--- src/rtl/score_pkg.sv ---
// Shared constants and FSM state type for the BCD score sequencer.
// Saturation mode is selected at build time with SCORE_SATURATE_EN (see top).
package score_pkg;

   localparam int unsigned DIGIT_W    = 4;
   localparam logic [3:0]  BCD_MAX    = 4'd9;
   localparam logic [3:0]  AMOUNT_MAX = 4'd9;

   typedef enum logic {
      ST_IDLE  = 1'b0,
      ST_COUNT = 1'b1
   } state_e;

   // Non-decimal request codes are treated as the largest legal amount.
   function automatic logic [3:0] clamp_amount(input logic [3:0] amount);
      return (amount > AMOUNT_MAX) ? AMOUNT_MAX : amount;
   endfunction

endpackage

--- src/rtl/bcd_digit.sv ---
// One decade of the score: 0..9 counter with sync clear, enable-in and
// a carry-out that fires when the digit rolls over from 9.
module bcd_digit
   import score_pkg::*;
(
   input  logic               clk,
   input  logic               rst,
   input  logic               clr,
   input  logic               en_in,
   output logic [DIGIT_W-1:0] digit,
   output logic               carry_out
);

   logic [DIGIT_W-1:0] digit_q;
   logic [DIGIT_W-1:0] digit_d;

   always_comb begin
      digit_d = digit_q;
      if (clr) begin
         digit_d = '0;
      end else if (en_in) begin
         digit_d = (digit_q == BCD_MAX) ? '0 : digit_q + DIGIT_W'(1);
      end
   end

   always_ff @(posedge clk) begin
      if (rst) begin
         digit_q <= '0;
      end else begin
         digit_q <= digit_d;
      end
   end

   assign digit     = digit_q;
   assign carry_out = en_in && (digit_q == BCD_MAX);

endmodule

--- src/rtl/bcd_score_sequencer.sv ---
// Adds a requested number of points to a packed BCD score, one point per
// enabled cycle. Define SCORE_SATURATE_EN to hold at all-nines instead of wrapping.
module bcd_score_sequencer
   import score_pkg::*;
#(
   parameter int unsigned DIGITS = 4
) (
   input  logic                      Clk,
   input  logic                      Reset,
   input  logic                      Ena,
   input  logic                      Clear,
   input  logic                      Req,
   input  logic [3:0]                Amount,
   output logic                      Ack,
   output logic                      Busy,
   output logic                      Step,
   output logic                      Overflow,
   output logic [DIGIT_W*DIGITS-1:0] Score
);

   // Handshake: Req is a level held by the requester; it is sampled only
   // while Busy=0 and Clear=0, and Ack pulses for one cycle after the
   // accepting edge. The requester drops Req once it sees Ack.

   state_e     state_q, state_d;
   logic [3:0] remaining_q, remaining_d;
   logic       ack_q, ack_d;
   logic       step_q, step_d;
   logic       overflow_q, overflow_d;
   logic       inc_en;
   logic [DIGITS:0] carry;
   logic [3:0] amount_clamped;

   assign amount_clamped = clamp_amount(Amount);

   always_ff @(posedge Clk) begin
      if (Reset) begin
         state_q <= ST_IDLE;
      end else begin
         state_q <= state_d;
      end
   end

   always_comb begin
      state_d = state_q;
      if (Clear) begin
         state_d = ST_IDLE;
      end else begin
         case (state_q)
            ST_IDLE:  if (Req && (amount_clamped != 4'd0)) state_d = ST_COUNT;
            ST_COUNT: if (Ena && (remaining_q == 4'd1))    state_d = ST_IDLE;
            default:  state_d = ST_IDLE;
         endcase
      end
   end

   always_comb begin
      ack_d       = 1'b0;
      step_d      = 1'b0;
      remaining_d = remaining_q;
      if (Clear) begin
         remaining_d = 4'd0;
      end else if ((state_q == ST_IDLE) && Req) begin
         ack_d       = 1'b1;
         remaining_d = amount_clamped;
      end else if ((state_q == ST_COUNT) && Ena) begin
         step_d      = 1'b1;
         remaining_d = remaining_q - 4'd1;
      end
   end

`ifdef SCORE_SATURATE_EN
   logic all_nines;

   always_comb begin
      all_nines = 1'b1;
      for (int k = 0; k < int'(DIGITS); k++) begin
         if (Score[k*DIGIT_W +: DIGIT_W] != BCD_MAX) all_nines = 1'b0;
      end
   end

   // At all-nines the step is still taken but the digit chain is not advanced.
   assign inc_en     = step_d && !all_nines;
   assign overflow_d = step_d && all_nines;
`else
   // Carry out of the top digit is exactly a step taken at all-nines.
   assign inc_en     = step_d;
   assign overflow_d = carry[DIGITS];
`endif

   assign carry[0] = inc_en;

   for (genvar k = 0; k < int'(DIGITS); k++) begin : g_digit
      bcd_digit u_digit (
         .clk       (Clk),
         .rst       (Reset),
         .clr       (Clear),
         .en_in     (carry[k]),
         .digit     (Score[k*DIGIT_W +: DIGIT_W]),
         .carry_out (carry[k+1])
      );
   end

   always_ff @(posedge Clk) begin
      if (Reset) begin
         remaining_q <= 4'd0;
         ack_q       <= 1'b0;
         step_q      <= 1'b0;
         overflow_q  <= 1'b0;
      end else begin
         remaining_q <= remaining_d;
         ack_q       <= ack_d;
         step_q      <= step_d;
         overflow_q  <= overflow_d;
      end
   end

   assign Busy     = (state_q == ST_COUNT);
   assign Ack      = ack_q;
   assign Step     = step_q;
   assign Overflow = overflow_q;

endmodule

--- config.mk ---
export PLATFORM = sky130hd
export DESIGN_NAME = bcd_score_sequencer
export DESIGN_NICKNAME = d
export VERILOG_FILES = /design/src/rtl/score_pkg.sv /design/src/rtl/bcd_digit.sv /design/src/rtl/bcd_score_sequencer.sv
export SDC_FILE = /design/constraint.sdc
export NUM_CORES = 1
export LEC_CHECK = 0
export CAP_MARGIN = 20
export CORE_ASPECT_RATIO = 0.6
export CORE_MARGIN = 4
export CORE_UTILIZATION = 33
export CTS_CLUSTER_DIAMETER = 60
export DETAILED_ROUTE_END_ITERATION = 8
export RECOVER_POWER = 25
export SKIP_LAST_GASP = 1
export SLEW_MARGIN = 20
export SYNTH_ARGS = -nofsm -noshare
export SYNTH_HDL_FRONTEND = slang
export SYNTH_SLANG_ARGS = --single-unit
--- constraint.sdc ---
create_clock -name Clk -period 1.7 [get_ports Clk]
set_clock_uncertainty 0.05 [all_clocks]
set_input_delay 0.17 -clock Clk [delete_from_list [all_inputs] [get_ports Clk]]
set_output_delay 0.17 -clock Clk [all_outputs]
set_load 0.005 [all_outputs]
==> flow_summary_export.csv, run 1 <==
group,metric,value,unit
detailed_routing,drtIter0Drc,48,
finish,utilization,0.505,
sta,relSlewSlack,0.688,
logic_synthesis,synth_seq_area_share,0.388,
global_routing,grt-busiest-layer,"met1",
setup_path,critPathSlowestCell,"clkdlybuf4s50_1",
logic_synthesis,synth-async-reset-ratio,0,
logic_synthesis,yosys.area.top_type,"dfxtp_1",
global_routing,grt.met2_usage,0.186,
job,drv_cap,0,
clock_network,ctsResizeCount,0,
clock_network,cts_buffers,3,
clock_network,max-clock-path-buffers,2,
logic_synthesis,synth_cells,143,
placed_design,gp_congestion,0.769,
clock_network,clkTransAtPathRegs,80,ps
logic_synthesis,synth-seq-cells,24,
clock_network,cts_num_sinks,24,
clock_network,cts_root_buf,"clkbuf_8",
finish,num_antenna_cells,0,
clock_network,htreeDepth,1,
logic_synthesis,yosys.cell_count.top_type,"dfxtp_1",
clock_network,insertion_delay,270,ps
logic_synthesis,synthDistinctLibCells,39,
floorplanning,core_area,3420,um2
sta,setup_tns,0,ps
power_and_ir_drop,p_per_area,606,nW/um2
logic_synthesis,synth_edf_count,0,
power_and_ir_drop,total_leakage_power,0.646,nW
logic_synthesis,syn_nets,154,
sta,setup_violations,0,
sta,hold_ws,457,ps
setup_path,critPathMaxFanout,18,
sta,rsz0062_at_grt,"no",
hold_path,hold_path.class,"reg2reg",
logic_synthesis,synth_common_cells,"dfxtp_1 (24), nor2_1 (15), nand2_1 (11), a21oi_1 (10), nand3_1 (7)",
logic_synthesis,synth_area_leaders,"dfxtp_1 (39%), nor2_1 (4.5%), a21oi_1 (4.0%)",
detailed_routing,drc,0,
detailed_routing,vias,1172,
finish,layout.nets,199,
placed_design,dp_cells,228,
sta,hold_viol,0,
floorplanning,ios,29,
sta,tightestPinTransition,466,ps
floorplanning,die-area,4830,um2
finish,area_growth,39.5,%
power_and_ir_drop,finalPower,1.05,mW
setup_path,path_class,"in2reg",
placed_design,dp_hpwl,2370,um
global_routing,gr-total-overflow,0,
floorplanning,fp-row-count,16,
floorplanning,die_h,55.5,um
sta,finalCritPeriodShare,0.927,
detailed_routing,wl_per_cell,13.1,um
setup_path,slowest_delay,440,ps
setup_path,startpoint_type,"input pin",
sta,clock.fmax,634,MHz
placed_design,io_buffers,28,
detailed_routing,vias_per_cell,5.05,
finish,drive_above_1_share,0.144,
floorplanning,initial_core_util,0.362,
power_and_ir_drop,ir_drop,0.314,mV
finish,fin_cells,232,
sta,period_needed,1580,ps
logic_synthesis,ys_warn_count,0,
global_routing,use_met3,0.0431,
logic_synthesis,syn_area,1240,um2
global_routing,grt_use_total,0.133,
global_routing,grt_pass1_wl,5130,um
global_routing,grt_max_degree,19,
sta,drv_slew,0,
logic_synthesis,synth_top_area_share,0.388,
global_routing,grt_pass1_vias,1083,
logic_synthesis,ys.flop_type,"dfxtp_1",
setup_path,cp-end-kind,"flip-flop",
global_routing,grt_antenna_before_repair,0,
setup_path,cp.arrival,1690,ps
clock_network,cts_tree,"built",
detailed_routing,drtAntennaViolNets,0,
detailed_routing,routed_wl,3040,um
floorplanning,floorplan.die.width,87.1,um
logic_synthesis,syn_avg_cell_area,8.66,um2
detailed_routing,dr.pass1.iters,4,
setup_path,worstPathRequired,1820,ps
setup_path,crit_chain,"clkdlybuf4s50_1, clkbuf_1, or2_2, clkbuf_2, nor3_1",
clock_network,cts_hold_buf,0,
clock_network,postCtsSetupRepairBufs,0,
outcome,outcome,"finished clean",
global_routing,use_met1,0.194,
[cells in the final DEF (no fill, tap or decap), drive strengths merged, types with 3 or more instances in the layout]
cell           instances
clkdlybuf4s50         25
dfxtp                 24
buf                   16
nor2                  15
nand2                 11
a21oi                 10
nand3                  7
nor2b                  6
clkbuf                 6
inv                    5
nand4                  5
mux2i                  4
nor3b                  4
xor2                   4
xnor2                  4
o21ai                  4
or3                    3
o211ai                 3
dlygate4sd3            3
and4bb                 3
[power by group]
group / leakage, nW / total [mW] / internal (mW) / switching, mW
clock network: 0.0288 / 0.387 / 0.207 / 0.180
logic: 0.423 / 0.0860 / 0.0462 / 0.0398
registers: 0.194 / 0.573 / 0.568 / 0.00558
[final cells by class]
type,instances,area [um2]
fill,336,1700
multi-input combinational,108,708
sequential,24,480
timing repair buffer,46,409
tap,45,56.3
clock buffer,4,55.1
inverter,5,18.8
[metal layers]
| layer | routed length, um | up-vias |
|---|---|---|
| li1 | - | 604 |
| met1 | 1590 | 541 |
| met2 | 1260 | 23 |
| met3 | 155 | 4 |
| met4 | 29 | 0 |
| met5 | 0 | - |
[state kept, by name (all words and copies together), names as in the netlist]
| register | flops |
|---|---|
| Ack | 1 |
| remaining_q | 4 |
| Busy | 1 |
| g_digit.u_digit.digit | 16 |
| Overflow | 1 |
| Step | 1 |
[logic make-up after synthesis]
logic type | count (synthesis) | synth area share
AND/OR/NAND/NOR | 71 | 0.351
flip-flops | 24 | 0.388
AO/OA/AOI/OAI | 22 | 0.103
buffers and inverters | 11 | 0.0404
XOR/XNOR | 8 | 0.0566
multiplexers | 5 | 0.0414
adder cells (fa/ha/maj) | 2 | 0.0202
[worst paths after layout]
check                                            startpoint                          end  slack [ps]  cells after the start
worst max register to register                         Busy               remaining_q[3]         160                      5
worst min-delay path            g_digit[2].u_digit.digit[0]  g_digit[2].u_digit.digit[0]         460                      2
worst max-delay path                                  Clear                         Busy         120                      5
worst min register to register  g_digit[2].u_digit.digit[0]  g_digit[2].u_digit.digit[0]         460                      2
[critical path: cells and delay by family]
family | cells | cell delay (ps)
buffers and inverters | 3 | 880
and+or+nand+nor | 2 | 640
[through the flow]
step	worst slack, ps	cell area, um2
after CTS	153	1730
final	124	1730
after global routing	51.9	1730
after global placement	-75.2	1680
after floorplan	110	1240
after detailed placement	-120	1680
(Power assumes the default switching activity.)
==> run 2, diff against run 1 <==
--- a/config.mk
+++ b/config.mk
@@ -9,7 +9,8 @@
 export CORE_ASPECT_RATIO = 0.6
 export CORE_MARGIN = 4
 export CORE_UTILIZATION = 33
-export CTS_CLUSTER_DIAMETER = 60
+export CTS_CLUSTER_DIAMETER = 50
+export CTS_CLUSTER_SIZE = 8
 export DETAILED_ROUTE_END_ITERATION = 8
 export RECOVER_POWER = 25
 export SKIP_LAST_GASP = 1
==> results of run 2 <==
The final DEF is identical to that of run 1; final timing and power are the same.
